File: config.mk
export PLATFORM = sky130hd
export DESIGN_NAME = uart_tx_arb
export DESIGN_NICKNAME = d
export VERILOG_FILES = /design/src/rtl/uart_tx_arb.sv
export SDC_FILE = /design/constraint.sdc
export NUM_CORES = 1
export LEC_CHECK = 0
export CAP_MARGIN = 5
export CORE_MARGIN = 4
export CORE_UTILIZATION = 47
export CTS_CLUSTER_SIZE = 14
export DETAILED_ROUTE_END_ITERATION = 6
export GPL_TIMING_DRIVEN = 0
export PLACE_DENSITY = 0.79
export SKIP_LAST_GASP = 1
export SLEW_MARGIN = 10
export SYNTH_ARGS = -nofsm -noshare
export SYNTH_HDL_FRONTEND = slang
export SYNTH_SLANG_ARGS = --single-unit
File: constraint.sdc
create_clock -name clk -period 3.89 [get_ports clk]
set_clock_uncertainty 0.2 [all_clocks]
set_input_delay 0.778 -clock clk [delete_from_list [all_inputs] [get_ports clk]]
set_output_delay 0.778 -clock clk [all_outputs]
set_load 0.01 [all_outputs]
File: src/rtl/uart_tx_arb.sv
// Round-robin arbiter that lends one buffered UART transmitter to NUM_REQ byte-stream
// clients, one whole message per grant, pacing single-cycle tx_en strobes against tx_busy.
module uart_tx_arb #(
  parameter int NUM_REQ      = 4,
  parameter int MAX_BURST    = 16,
  parameter int IDLE_TIMEOUT = 64
) (
  input  logic                 clk,
  input  logic                 resetn,
  input  logic [NUM_REQ-1:0]   req_valid,
  input  logic [8*NUM_REQ-1:0] req_data,
  input  logic [NUM_REQ-1:0]   req_last,
  output logic [NUM_REQ-1:0]   req_ready,
  output logic [NUM_REQ-1:0]   grant,
  output logic [7:0]           tx_data,
  output logic                 tx_en,
  input  logic                 tx_busy,
  output logic                 arb_busy
);

  localparam int IDX_W = (NUM_REQ > 1) ? $clog2(NUM_REQ) : 1;
  localparam int BC_W  = $clog2(MAX_BURST + 1);
  localparam logic [BC_W-1:0]    BURST_LAST = BC_W'(MAX_BURST - 1);
  localparam logic [7:0]         IDLE_LAST  = 8'(IDLE_TIMEOUT - 1);
  localparam logic [IDX_W-1:0]   LAST_RST   = IDX_W'(NUM_REQ - 1);
  localparam logic [NUM_REQ-1:0] ONE_HOT0   = NUM_REQ'(1);

  typedef enum logic [1:0] {S_IDLE, S_SEND, S_HOLD, S_WAIT} state_t;

  state_t             state, state_nxt;
  logic [NUM_REQ-1:0] grant_nxt;
  logic [IDX_W-1:0]   last, last_nxt;
  logic [BC_W-1:0]    burst_cnt, burst_cnt_nxt;
  logic [7:0]         idle_cnt, idle_cnt_nxt;
  logic               rel_q, rel_nxt;
  logic               hold_cnt, hold_cnt_nxt;
  logic [7:0]         tx_data_nxt;
  logic               tx_en_nxt;

  logic [IDX_W-1:0]   pick;
  logic               own_valid;
  logic               own_last;
  logic [7:0]         own_data;
  logic               handshake;

  // First valid index strictly after 'from', wrapping; scanned backwards so the
  // nearest candidate in rotation order is the one that sticks.
  function automatic logic [IDX_W-1:0] rr_pick(input logic [NUM_REQ-1:0] v,
                                               input logic [IDX_W-1:0]   from);
    logic [IDX_W-1:0] sel;
    logic [IDX_W-1:0] ci;
    sel = from;
    for (int k = NUM_REQ; k >= 1; k--) begin
      ci = IDX_W'((int'(from) + k) % NUM_REQ);
      if (v[ci]) sel = ci;
    end
    return sel;
  endfunction

  assign pick = rr_pick(req_valid, last);

  // 'last' doubles as the owner index while a grant is held.
  always_comb begin
    own_valid = 1'b0;
    own_last  = 1'b0;
    own_data  = 8'h00;
    for (int i = 0; i < NUM_REQ; i++) begin
      if (last == IDX_W'(i)) begin
        own_valid = req_valid[i];
        own_last  = req_last[i];
        own_data  = req_data[8*i +: 8];
      end
    end
  end

  assign req_ready = (state == S_SEND && !tx_busy) ? grant : '0;
  assign handshake = (state == S_SEND) && !tx_busy && own_valid;
  assign arb_busy  = (state != S_IDLE);

  always_ff @(posedge clk or negedge resetn) begin
    if (!resetn) begin
      state     <= S_IDLE;
      grant     <= '0;
      last      <= LAST_RST;
      burst_cnt <= '0;
      idle_cnt  <= '0;
      rel_q     <= 1'b0;
      hold_cnt  <= 1'b0;
      tx_data   <= 8'h00;
      tx_en     <= 1'b0;
    end else begin
      state     <= state_nxt;
      grant     <= grant_nxt;
      last      <= last_nxt;
      burst_cnt <= burst_cnt_nxt;
      idle_cnt  <= idle_cnt_nxt;
      rel_q     <= rel_nxt;
      hold_cnt  <= hold_cnt_nxt;
      tx_data   <= tx_data_nxt;
      tx_en     <= tx_en_nxt;
    end
  end

  always_comb begin
    state_nxt     = state;
    grant_nxt     = grant;
    last_nxt      = last;
    burst_cnt_nxt = burst_cnt;
    idle_cnt_nxt  = idle_cnt;
    rel_nxt       = rel_q;
    hold_cnt_nxt  = hold_cnt;
    tx_data_nxt   = tx_data;
    tx_en_nxt     = 1'b0;
    case (state)
      S_IDLE: begin
        if (|req_valid) begin
          grant_nxt     = ONE_HOT0 << pick;
          last_nxt      = pick;
          burst_cnt_nxt = '0;
          idle_cnt_nxt  = 8'h00;
          state_nxt     = S_SEND;
        end
      end
      S_SEND: begin
        if (handshake) begin
          tx_data_nxt   = own_data;
          tx_en_nxt     = 1'b1;
          burst_cnt_nxt = burst_cnt + 1'b1;
          idle_cnt_nxt  = 8'h00;
          rel_nxt       = own_last | (burst_cnt == BURST_LAST);
          hold_cnt_nxt  = 1'b0;
          state_nxt     = S_HOLD;
        end else if (!own_valid) begin
          // A busy stall with valid held high never counts toward the timeout.
          if (idle_cnt == IDLE_LAST) begin
            grant_nxt = '0;
            state_nxt = S_IDLE;
          end else begin
            idle_cnt_nxt = idle_cnt + 8'd1;
          end
        end
      end
      S_HOLD: begin
        hold_cnt_nxt = 1'b1;
        if (hold_cnt) state_nxt = S_WAIT;
      end
      S_WAIT: begin
        if (!tx_busy) begin
          if (rel_q) begin
            grant_nxt = '0;
            state_nxt = S_IDLE;
          end else begin
            state_nxt = S_SEND;
          end
        end
      end
      default: state_nxt = S_IDLE;
    endcase
  end

endmodule

==> out/results.txt <==
status: completed
GRT busiest layer: met2
Final Cycle Share: 82.3%
slew margin rel.: 52.9%
Synth Register Bits: 32
gr ovfl total: 0
pre-CTS setup slack: 0.677 ns
peak fanout along the critical path: 5
initial antenna violation count: 0
Total GRT Usage: 20.9%
CTS Buf Count: 5
CTS Hold Bufs: 0
post-route setup slack: 0.687 ns
latest clock arrival within the worst-skew pair: 0.29 ns
final core area utilization: 68.2%
hold path depth: 2
R2R cell count: 9
# rows: 23
dpl hpwl: 4.28 mm
H-tree levels: 2
DRT Pass-1 Iters: 4
CP cell instances: clkdlybuf4s50_1 > nor2_1 > and2_1 > clkdlybuf4s50_1
syn_nets: 278
Hold Crit Class: reg2reg
Finished Layout Cells: 346
Net Sw Frac: 44.0%
number of I/O port buffers: 60
nets: 345
Yosys warning total: 0
Max Slew Vio Count: 0
vias in the first global route: 1907
Max-Cap Viols: 0
CP top delay family: buffers and inverters
Yosys top cell area share: 36.5%
r2r setup slk: 0.69 ns
chip width: 74.1 um
largest net degree at the start of global routing: 33
top-count cell post-synth: dfrtp_1
Routed wire per std cell: 16.2 um
area leader, netlist: dfrtp_1
Ant. Diodes: 0
fin crit period: 3.20 ns
FF-to-FF Start: last[0]
Hold Violations, Final: 0
final hold slack: 0.286 ns
first-pass GRT wire length: 8.93 mm
Async S/R FF share, synth: 100%
CTS tree: built
initial DRC count: 145
Final ANT Viol Nets: 0
Worst Tran Pin Value: 0.706 ns
Clk pin slew, worst setup/hold paths: 0.07 ns
Clock Path Buffers: 2
Pwr per Cell Area: 729 nW/um^2
EDFF count, synth: 0
P_int: 1.14 mW
Global Route met3 Usage: 5.41%
clock share of power: 13.4%
worst reg2reg path endpoint: state[0]
Req. time, crit path: 2.91 ns
Cell Area, Synth: 2050 sq um
synth top area cells: dfrtp_1 (37%), a21oi_1 (5.4%), a221oi_1 (4.3%)
crit path buf inv count: 2
drt via density: 5.72
Vias: 1980
# setup viols final: 0
critical path type: in2out
Area Growth Syn to Fin: 36.6%
core box area: 4120 sq um
top post-synthesis cells by count: dfrtp_1 (30), a21oi_1 (22), nor2_1 (17)
met2 global-route usage: 34.4%
post-placement cell count: 338
critical path arrival: 2.22 ns
ys flop type: dfrtp_1
Initial Util: 49.9%
setup bufs post-CTS: 0
post-cts repair resize count: 0
Max Clk Rate: 312 MHz
met1 Resource Use GR: 27.5%
sequential fraction of the synthesis area: 39.1%
Max IR drop VDD: 0.501 mV
Ports: 61
RSZ-0062 raised after global routing: no
fraction of final layout cells sized beyond drive strength 1: 7.43%
Die Span Y: 74.1 um
final wirelength: 5.62 mm
syn avg cell area: 9.01 sq um
TNS Setup: 0 ns
CP Launch Type: input pin
Num Clock Sinks: 32
NetSw: 0.900 mW
die area: 5490 sq um
Leak: 1.14 nW
GP Congestion: 0.910
crit path capture type: output pin
CP max stage delay: 0.53 ns
Flop pwr share: 26.9%
Syn Inst Count: 228
clock root cell: clkbuf_8
worst hold start: tx_data[7]
DRC: 0
hold endpoint: tx_data[7]
combinational group share of total power: 59.7%
Netlist cell types: 49
CP dominant cell by count: clkdlybuf4s50_1
CP max stage cell: clkdlybuf4s50_1
## power by group through the flow
stage	registers [mW]	logic, mW	clock network, mW
finish	0.550	1.22	0.274
global placement	0.548	1.18	0
global route	0.565	1.34	0.295
floorplan	0.556	0.830	0
detailed placement	0.554	1.21	0
CTS	0.549	1.22	0.277
## kinds of logic after synthesis
logic type,after synthesis,share of synthesized area (%)
flops,32,39.1
mux,5,3.11
buf+inv,24,4.45
simple gates,82,21.4
fa+ha+maj,7,4.26
compound gates,73,25.5
xor+xnor,5,2.13
## cells in the final DEF, fill, tap and decap left out, types with 2 or more instances in the layout
cell and instances:
clkdlybuf4s50_1 59, dfrtp_1 30, a21oi_1 22, nor2_1 17, nand2_1 16, inv_1 12
nor2b_1 12, clkbuf_1 11, o21ai_1 11, a221oi_1 10, nor3_1 10, ha_1 7
a22o_1 6, clkbuf_8 6, nand3_1 5, and2_1 4, or3_1 4, xnor2_1 4
mux2i_1 3, o21ai_0 3, a211oi_2 2, nand2b_1 2, buf_2 2, nor3b_1 2
and3_1 2, o22ai_1 2, nor4_1 2, a311oi_1 2, nand4_1 2, a211oi_1 2
a311o_1 2, dfstp_2 2
## metrics by stage
stage          power [mW]  area, sq um
6_report             2.04         2810
5_1_grt              2.20         2810
4_1_cts              2.05         2810
3_5_place_dp         1.77         2710
3_3_place_gp         1.73         2720
2_1_floorplan        1.39         2050
## tightest hold or removal path, stage by stage (launching register included)
cell,delay [ns]
dfrtp_1,0.34
nand2_1,0.05
o21ai_1,0.06
## worst max-delay path by stage
stage	startpoint	endpoint	cells past startpoint
global route	last[0]	state[0]	9
detailed placement	tx_busy	req_ready[0]	4
CTS	tx_busy	req_ready[0]	4
global placement	tx_busy	req_ready[3]	4
finish	tx_busy	req_ready[0]	4
floorplan	last[0]	idle_cnt[7]	9
## area by class of cell
type / instances / area, sq um
plain buffers: 11 / 42.5
clock buffers: 7 / 86.3
clock inverters: 1 / 7.51
fillers: 350 / 1310
inverters: 13 / 48.8
multi-input cells: 172 / 1160
flip-flops and latches: 32 / 803
well taps: 50 / 62.6
repair buffers: 60 / 596
## registers in the layout, summed over array words and instances (netlist names), named ones only
signal,flops
burst_cnt,5
hold_cnt,1
idle_cnt,8
state,1
rel_q,1
last,2
tx_en,1
grant,4
tx_data,8
## layer usage
layer	part of all wire (%)	vias up
met5	0	-
met4	1.1	0
met3	3.7	7
met2	49	39
met1	46	958
li1	-	976
(Power assumes the default switching activity.)
